**config.mk**
```make
export PLATFORM = sky130hd
export DESIGN_NAME = button_repeat_detector
export DESIGN_NICKNAME = d
export VERILOG_FILES = /design/src/rtl/button_repeat_detector_pkg.sv /design/src/rtl/button_repeat_detector_input_synchronizer.sv /design/src/rtl/button_repeat_detector.sv
export SDC_FILE = /design/constraint.sdc
export NUM_CORES = 1
export LEC_CHECK = 0
export CORE_ASPECT_RATIO = 0.8
export CORE_MARGIN = 1.5
export CORE_UTILIZATION = 55
export CTS_CLUSTER_SIZE = 12
export DETAILED_ROUTE_END_ITERATION = 6
export PLACE_DENSITY = 0.8
export SYNTH_ARGS = -nofsm -noshare
export SYNTH_HDL_FRONTEND = slang
export SYNTH_SLANG_ARGS = --single-unit
```
**constraint.sdc**
```tcl
create_clock -name clock -period 2.3 [get_ports clock]
set_input_delay 0.46 -clock clock [delete_from_list [all_inputs] [get_ports clock]]
set_output_delay 0.46 -clock clock [all_outputs]
set_load 0.1 [all_outputs]
```
**src/rtl/button_repeat_detector_pkg.sv**
```systemverilog
// Shared state encodings and default timing constants for the pushbutton
// press/repeat detector. The up/down counter bench reuses these values.
package button_repeat_detector_pkg;

  typedef enum logic [2:0] {
    IDLE             = 3'd0,
    DEBOUNCE_PRESS   = 3'd1,
    HELD_DELAY       = 3'd2,
    HELD_REPEAT      = 3'd3,
    DEBOUNCE_RELEASE = 3'd4
  } buttonState_t;

  localparam int unsigned DEBOUNCE_TICKS_DEFAULT = 8;
  localparam int unsigned REPEAT_DELAY_DEFAULT   = 500;
  localparam int unsigned REPEAT_PERIOD_DEFAULT  = 100;
  localparam int unsigned TIMER_BITS_DEFAULT     = 10;

  // True while the button counts as held, including the release debounce.
  function automatic logic isHeldState(input buttonState_t s);
    return (s == HELD_DELAY) || (s == HELD_REPEAT) || (s == DEBOUNCE_RELEASE);
  endfunction

endpackage

```
**src/rtl/button_repeat_detector_input_synchronizer.sv**
```systemverilog
// Two-flop synchronizer for asynchronous level inputs (buttons, dip switches).
module input_synchronizer #(
  parameter int unsigned WIDTH = 1
) (
  input  logic             clock,
  input  logic             reset_n,
  input  logic [WIDTH-1:0] asyncIn,
  output logic [WIDTH-1:0] syncOut
);

  logic [WIDTH-1:0] stage1;

  // Two register stages; the second stage is the only one used downstream.
  always_ff @(posedge clock or negedge reset_n) begin
    if (!reset_n) begin
      stage1  <= '0;
      syncOut <= '0;
    end else begin
      stage1  <= asyncIn;
      syncOut <= stage1;
    end
  end

endmodule

```
**src/rtl/button_repeat_detector.sv**
```systemverilog
// Debounced pushbutton press detector with hold-to-auto-repeat. Each accepted
// press (and each repeat while held) raises a request on wasPressed that is
// held until the consumer acknowledges it; requests raised while one is
// still pending are dropped.
module button_repeat_detector
  import button_repeat_detector_pkg::*;
#(
  parameter int unsigned DEBOUNCE_TICKS = DEBOUNCE_TICKS_DEFAULT,
  parameter int unsigned REPEAT_DELAY   = REPEAT_DELAY_DEFAULT,
  parameter int unsigned REPEAT_PERIOD  = REPEAT_PERIOD_DEFAULT,
  parameter bit          REPEAT_ENABLE  = 1'b1,
  parameter int unsigned TIMER_BITS     = TIMER_BITS_DEFAULT
) (
  input  logic clock,
  input  logic reset_n,
  input  logic buttonDown,
  input  logic ackPress,
  output logic wasPressed,
  output logic isHeld
);

  localparam logic [TIMER_BITS-1:0] debounceLimit = TIMER_BITS'(DEBOUNCE_TICKS);
  localparam logic [TIMER_BITS-1:0] delayLimit    = TIMER_BITS'(REPEAT_DELAY);
  localparam logic [TIMER_BITS-1:0] periodLimit   = TIMER_BITS'(REPEAT_PERIOD);
  localparam logic [TIMER_BITS-1:0] timerOne      = TIMER_BITS'(1);

  buttonState_t          state;
  buttonState_t          stateNext;
  logic [TIMER_BITS-1:0] timer;
  logic [TIMER_BITS-1:0] timerNext;
  logic                  bSync;
  logic                  raise;
  logic                  wasPressedNext;

  input_synchronizer #(
    .WIDTH(1)
  ) buttonSync (
    .clock  (clock),
    .reset_n(reset_n),
    .asyncIn(buttonDown),
    .syncOut(bSync)
  );

  // Next-state, shared-timer and request-raise decisions from the synchronized level.
  always_comb begin
    stateNext = state;
    timerNext = timer;
    raise     = 1'b0;
    case (state)
      IDLE: begin
        if (bSync) begin
          stateNext = DEBOUNCE_PRESS;
          timerNext = timerOne;
        end
      end
      DEBOUNCE_PRESS: begin
        if (!bSync) begin
          stateNext = IDLE;
        end else if (timer == debounceLimit) begin
          stateNext = HELD_DELAY;
          timerNext = timerOne;
          raise     = 1'b1;
        end else begin
          timerNext = timer + timerOne;
        end
      end
      HELD_DELAY: begin
        if (!bSync) begin
          stateNext = DEBOUNCE_RELEASE;
          timerNext = timerOne;
        end else if (REPEAT_ENABLE && (timer == delayLimit)) begin
          stateNext = HELD_REPEAT;
          timerNext = timerOne;
          raise     = 1'b1;
        end else if (timer != delayLimit) begin
          // Without auto-repeat the timer parks at the delay value.
          timerNext = timer + timerOne;
        end
      end
      HELD_REPEAT: begin
        if (!bSync) begin
          stateNext = DEBOUNCE_RELEASE;
          timerNext = timerOne;
        end else if (timer == periodLimit) begin
          timerNext = timerOne;
          raise     = 1'b1;
        end else begin
          timerNext = timer + timerOne;
        end
      end
      DEBOUNCE_RELEASE: begin
        if (bSync) begin
          stateNext = REPEAT_ENABLE ? HELD_REPEAT : HELD_DELAY;
          timerNext = timerOne;
        end else if (timer == debounceLimit) begin
          stateNext = IDLE;
          timerNext = '0;
        end else begin
          timerNext = timer + timerOne;
        end
      end
      default: begin
        stateNext = IDLE;
        timerNext = '0;
      end
    endcase
  end

  // Pending request: an ack always wins, a raise only lands when nothing is pending.
  always_comb begin
    wasPressedNext = wasPressed ? !ackPress : raise;
  end

  // State, timer and registered outputs.
  always_ff @(posedge clock or negedge reset_n) begin
    if (!reset_n) begin
      state      <= IDLE;
      timer      <= '0;
      wasPressed <= 1'b0;
      isHeld     <= 1'b0;
    end else begin
      state      <= stateNext;
      timer      <= timerNext;
      wasPressed <= wasPressedNext;
      isHeld     <= isHeldState(stateNext);
    end
  end

endmodule

```
==> results.json <==
{
  "grt_max_degree": 18,
  "ys_ff_latch": 17,
  "final.period_utilization_pct": 84.9,
  "die_h_um": 42.2,
  "slowest_stage": "dfrtp_1",
  "place_ws_ns": 0.368,
  "ir_worst_vdd_mv": 0.663,
  "drc_errors": 0,
  "fp.dieArea_um2": 2200,
  "ys_top_cells_by_count": "17 x dfrtp_1, 16 x nor2_1, 7 x nand2_1, 7 x nand3_1, 7 x nor3_1",
  "clock-root-buffer": "clkbuf_4",
  "fillCellCount": 148,
  "synth_top_area_share_pct": 40.2,
  "grt_pass1_wl_mm": 3.78,
  "hp-class": "reg2reg",
  "fin_util_pct": 66.8,
  "synthDistinctLibCells": 42,
  "setup_viol": 0,
  "die_w_um": 52.0,
  "rows": 13,
  "worstSetupStartpointType": "register",
  "finalWirelength_mm": 2.15,
  "cts_tree": "yes",
  "rsz0062_at_grt": "no",
  "overflow": 0,
  "start_util_pct": 61.9,
  "ys_warn_count": 0,
  "max_slew.worst_pin.slew_ns": 0.479,
  "ys_seq_area_share_pct": 40.2,
  "cts_sinks": 17,
  "outcome": "complete, no violations",
  "power.density_nw_per_um2": 661,
  "wire_per_inst_um": 14.7,
  "finalHoldViolCount": 0,
  "synth-simple-area-share_pct": 32.0,
  "synth_nets": 125,
  "num_io_pins": 6,
  "multi_input_area_um2": 586,
  "crit_chain": "inv_1, ha_1, nand3b_1, o311a_1, and2_1, nor3_4, nor3_1",
  "setup_slack_ns": 0.347,
  "synthFlopType": "dfrtp_1",
  "track_usage_pct": 23.1,
  "p_leak_nw": 0.467,
  "ant_nets": 0,
  "post_cts_buffers": 0,
  "critPathCaptureType": "register",
  "synthTopCellsByArea": "dfrtp_1 40%, nor2_1 5.7%, nand3_1 3.3%, nor3_1 3.3%, mux2i_1 2.8%",
  "synth_top_cell_by_area": "dfrtp_1",
  "synthXorXnorAreaFrac_pct": 0.828,
  "cp.arrival_ns": 2.12,
  "synthMuxAreaShare_pct": 2.84,
  "syn_to_final_growth_pct": 7.93,
  "slew_violations": 0,
  "clock_latency_ns": 0.29,
  "synth_top_family_by_area": "simple AND/OR/NAND/NOR gates",
  "period_minus_slack_ns": 1.95,
  "drt_iter0_drc": 32,
  "fin_skew_ns": 0.00101,
  "cts_resized": 0,
  "synth_edf_count": 0,
  "yosysMostFrequentCell": "dfrtp_1",
  "fmax_ghz": 0.512,
  "maxCapViolCount": 0,
  "clk_path_buf_depth": 2,
  "port_buffers": 5,
  "async_flop_share_pct": 100,
  "gp_congestion": 0.891,
  "cp.required_ns": 2.47,
  "firstDrtPassIters": 4,
  "setup_tns_ns": 0,
  "drive_above_1_share_pct": 10.5,
  "synth_area_um2": 1060,
  "core_area_um2": 1710,
  "ctsHoldBuffers": 0,
  "grt_pass1_vias": 835,
  "routed-via-count": 921,
  "diodes": 0,
  "synthAdderAreaFrac_pct": 2.37,
  "cp_slowest_stage_delay_ns": 0.43,
  "antenna_found_initial": 0,
  "crit_type": "reg2reg",
  "path_clk_slew_ns": 0.10,
  "synthCells": 119,
  "cp_max_fo": 8,
  "synth_compound_area_share_pct": 17.4,
  "htree_levels": 1,
  "fin_nets": 131,
  "syn_avg_cell_area_um2": 8.88,
  "place_inst": 142,
  "dp_hpwl_mm": 1.54,
  "fin_cells": 146,
  "register_area_um2": 425,
  "viasPerCell": 6.31,
  "slew-limit-headroom_pct": 68.1,
  "numCtsBuffers": 3
}
## final cells by class
type	instances	area share (%)
timing repair buffer	6	4.61
sequential	17	37.3
multi-input combinational	91	51.3
clock buffer	3	1.97
inverter	6	1.97
clock inverter	1	0.439
tap	22	2.41
## per-stage QoR
step,hold WS (ns),cell area (um2),total power (W)
floorplan,0.164,1060,0.000541
global placement,0.340,1110,0.000588
detailed placement,0.345,1110,0.000598
CTS,0.369,1140,0.000762
global route,0.373,1140,0.000808
finish,0.365,1140,0.000755
## sequential cells by signal, indices dropped and copies added (netlist names)
name / flops
timer: 10
buttonSync.stage1: 1
wasPressed: 1
isHeld: 1
buttonSync.syncOut: 1
state: 3
## kinds of logic (layout without fill, tap and decap cells)
family / Yosys count / after routing
xor+xnor: 1 / 1
flops: 17 / 17
simple gates: 59 / 59
mux: 3 / 3
fa+ha+maj: 2 / 2
compound gates: 26 / 26
buf+inv: 11 / 16
## final timing paths
path / start / to / slack, ns / cells past startpoint
setup reg to reg: timer[0] / timer[7] / 0.35 / 7
hold / removal: buttonSync.stage1 / buttonSync.syncOut / 0.37 / 0
max in group asynchronous: reset_n / timer[3] / 1.64 / 2
min in group asynchronous: reset_n / state[2] / 0.47 / 2
hold reg to reg: buttonSync.stage1 / buttonSync.syncOut / 0.37 / 0
setup / recovery: timer[0] / timer[7] / 0.35 / 7
## where the power goes
part | internal, W | leakage, nW | total (W) | switching (W)
clock network | 0.0000649 | 0.0177 | 0.000163 | 0.0000977
registers | 0.000334 | 0.224 | 0.000389 | 0.0000542
logic | 0.0000845 | 0.225 | 0.000203 | 0.000119
total | 0.000484 | 0.467 | 0.000755 | 0.000271
## routing by layer
| metal | global-route usage [%] | share of wire [%] | up-vias |
|---|---|---|---|
| met5 | 0 | 0 | - |
| met4 | 6.84 | 1.1 | 0 |
| met3 | 6.43 | 7.6 | 4 |
| met2 | 31.4 | 43 | 46 |
| met1 | 35.2 | 48 | 426 |
| li1 | - | - | 445 |
## layout by cell type, fill, tap and decap left out, types with 2 or more instances in the layout
cell type | Yosys | routed
and3_1 | 2 | 2
nand3_1 | 7 | 7
clkdlybuf4s50_1 | 0 | 3
nor2_1 | 16 | 16
ha_1 | 2 | 2
nand2_1 | 7 | 7
nor2b_1 | 3 | 3
inv_1 | 6 | 6
o22ai_1 | 3 | 3
dfrtp_1 | 17 | 17
or3_1 | 2 | 2
mux2i_1 | 3 | 3
clkbuf_4 | 0 | 3
nor3_1 | 7 | 7
nand2b_1 | 4 | 4
buf_4 | 0 | 3
o21ai_0 | 5 | 5
a21oi_1 | 3 | 3
a31oi_1 | 3 | 3
## worst max-delay path: cells and delay by family, from the launching register on
kind	cells	cell delay (ns)
adders and majority gates	1	0.17
buffers and inverters	1	0.09
and+or+nand+nor	4	0.74
AOI/OAI and AO/OA	1	0.40
DFF	1	0.43
(Power assumes the default switching activity.)
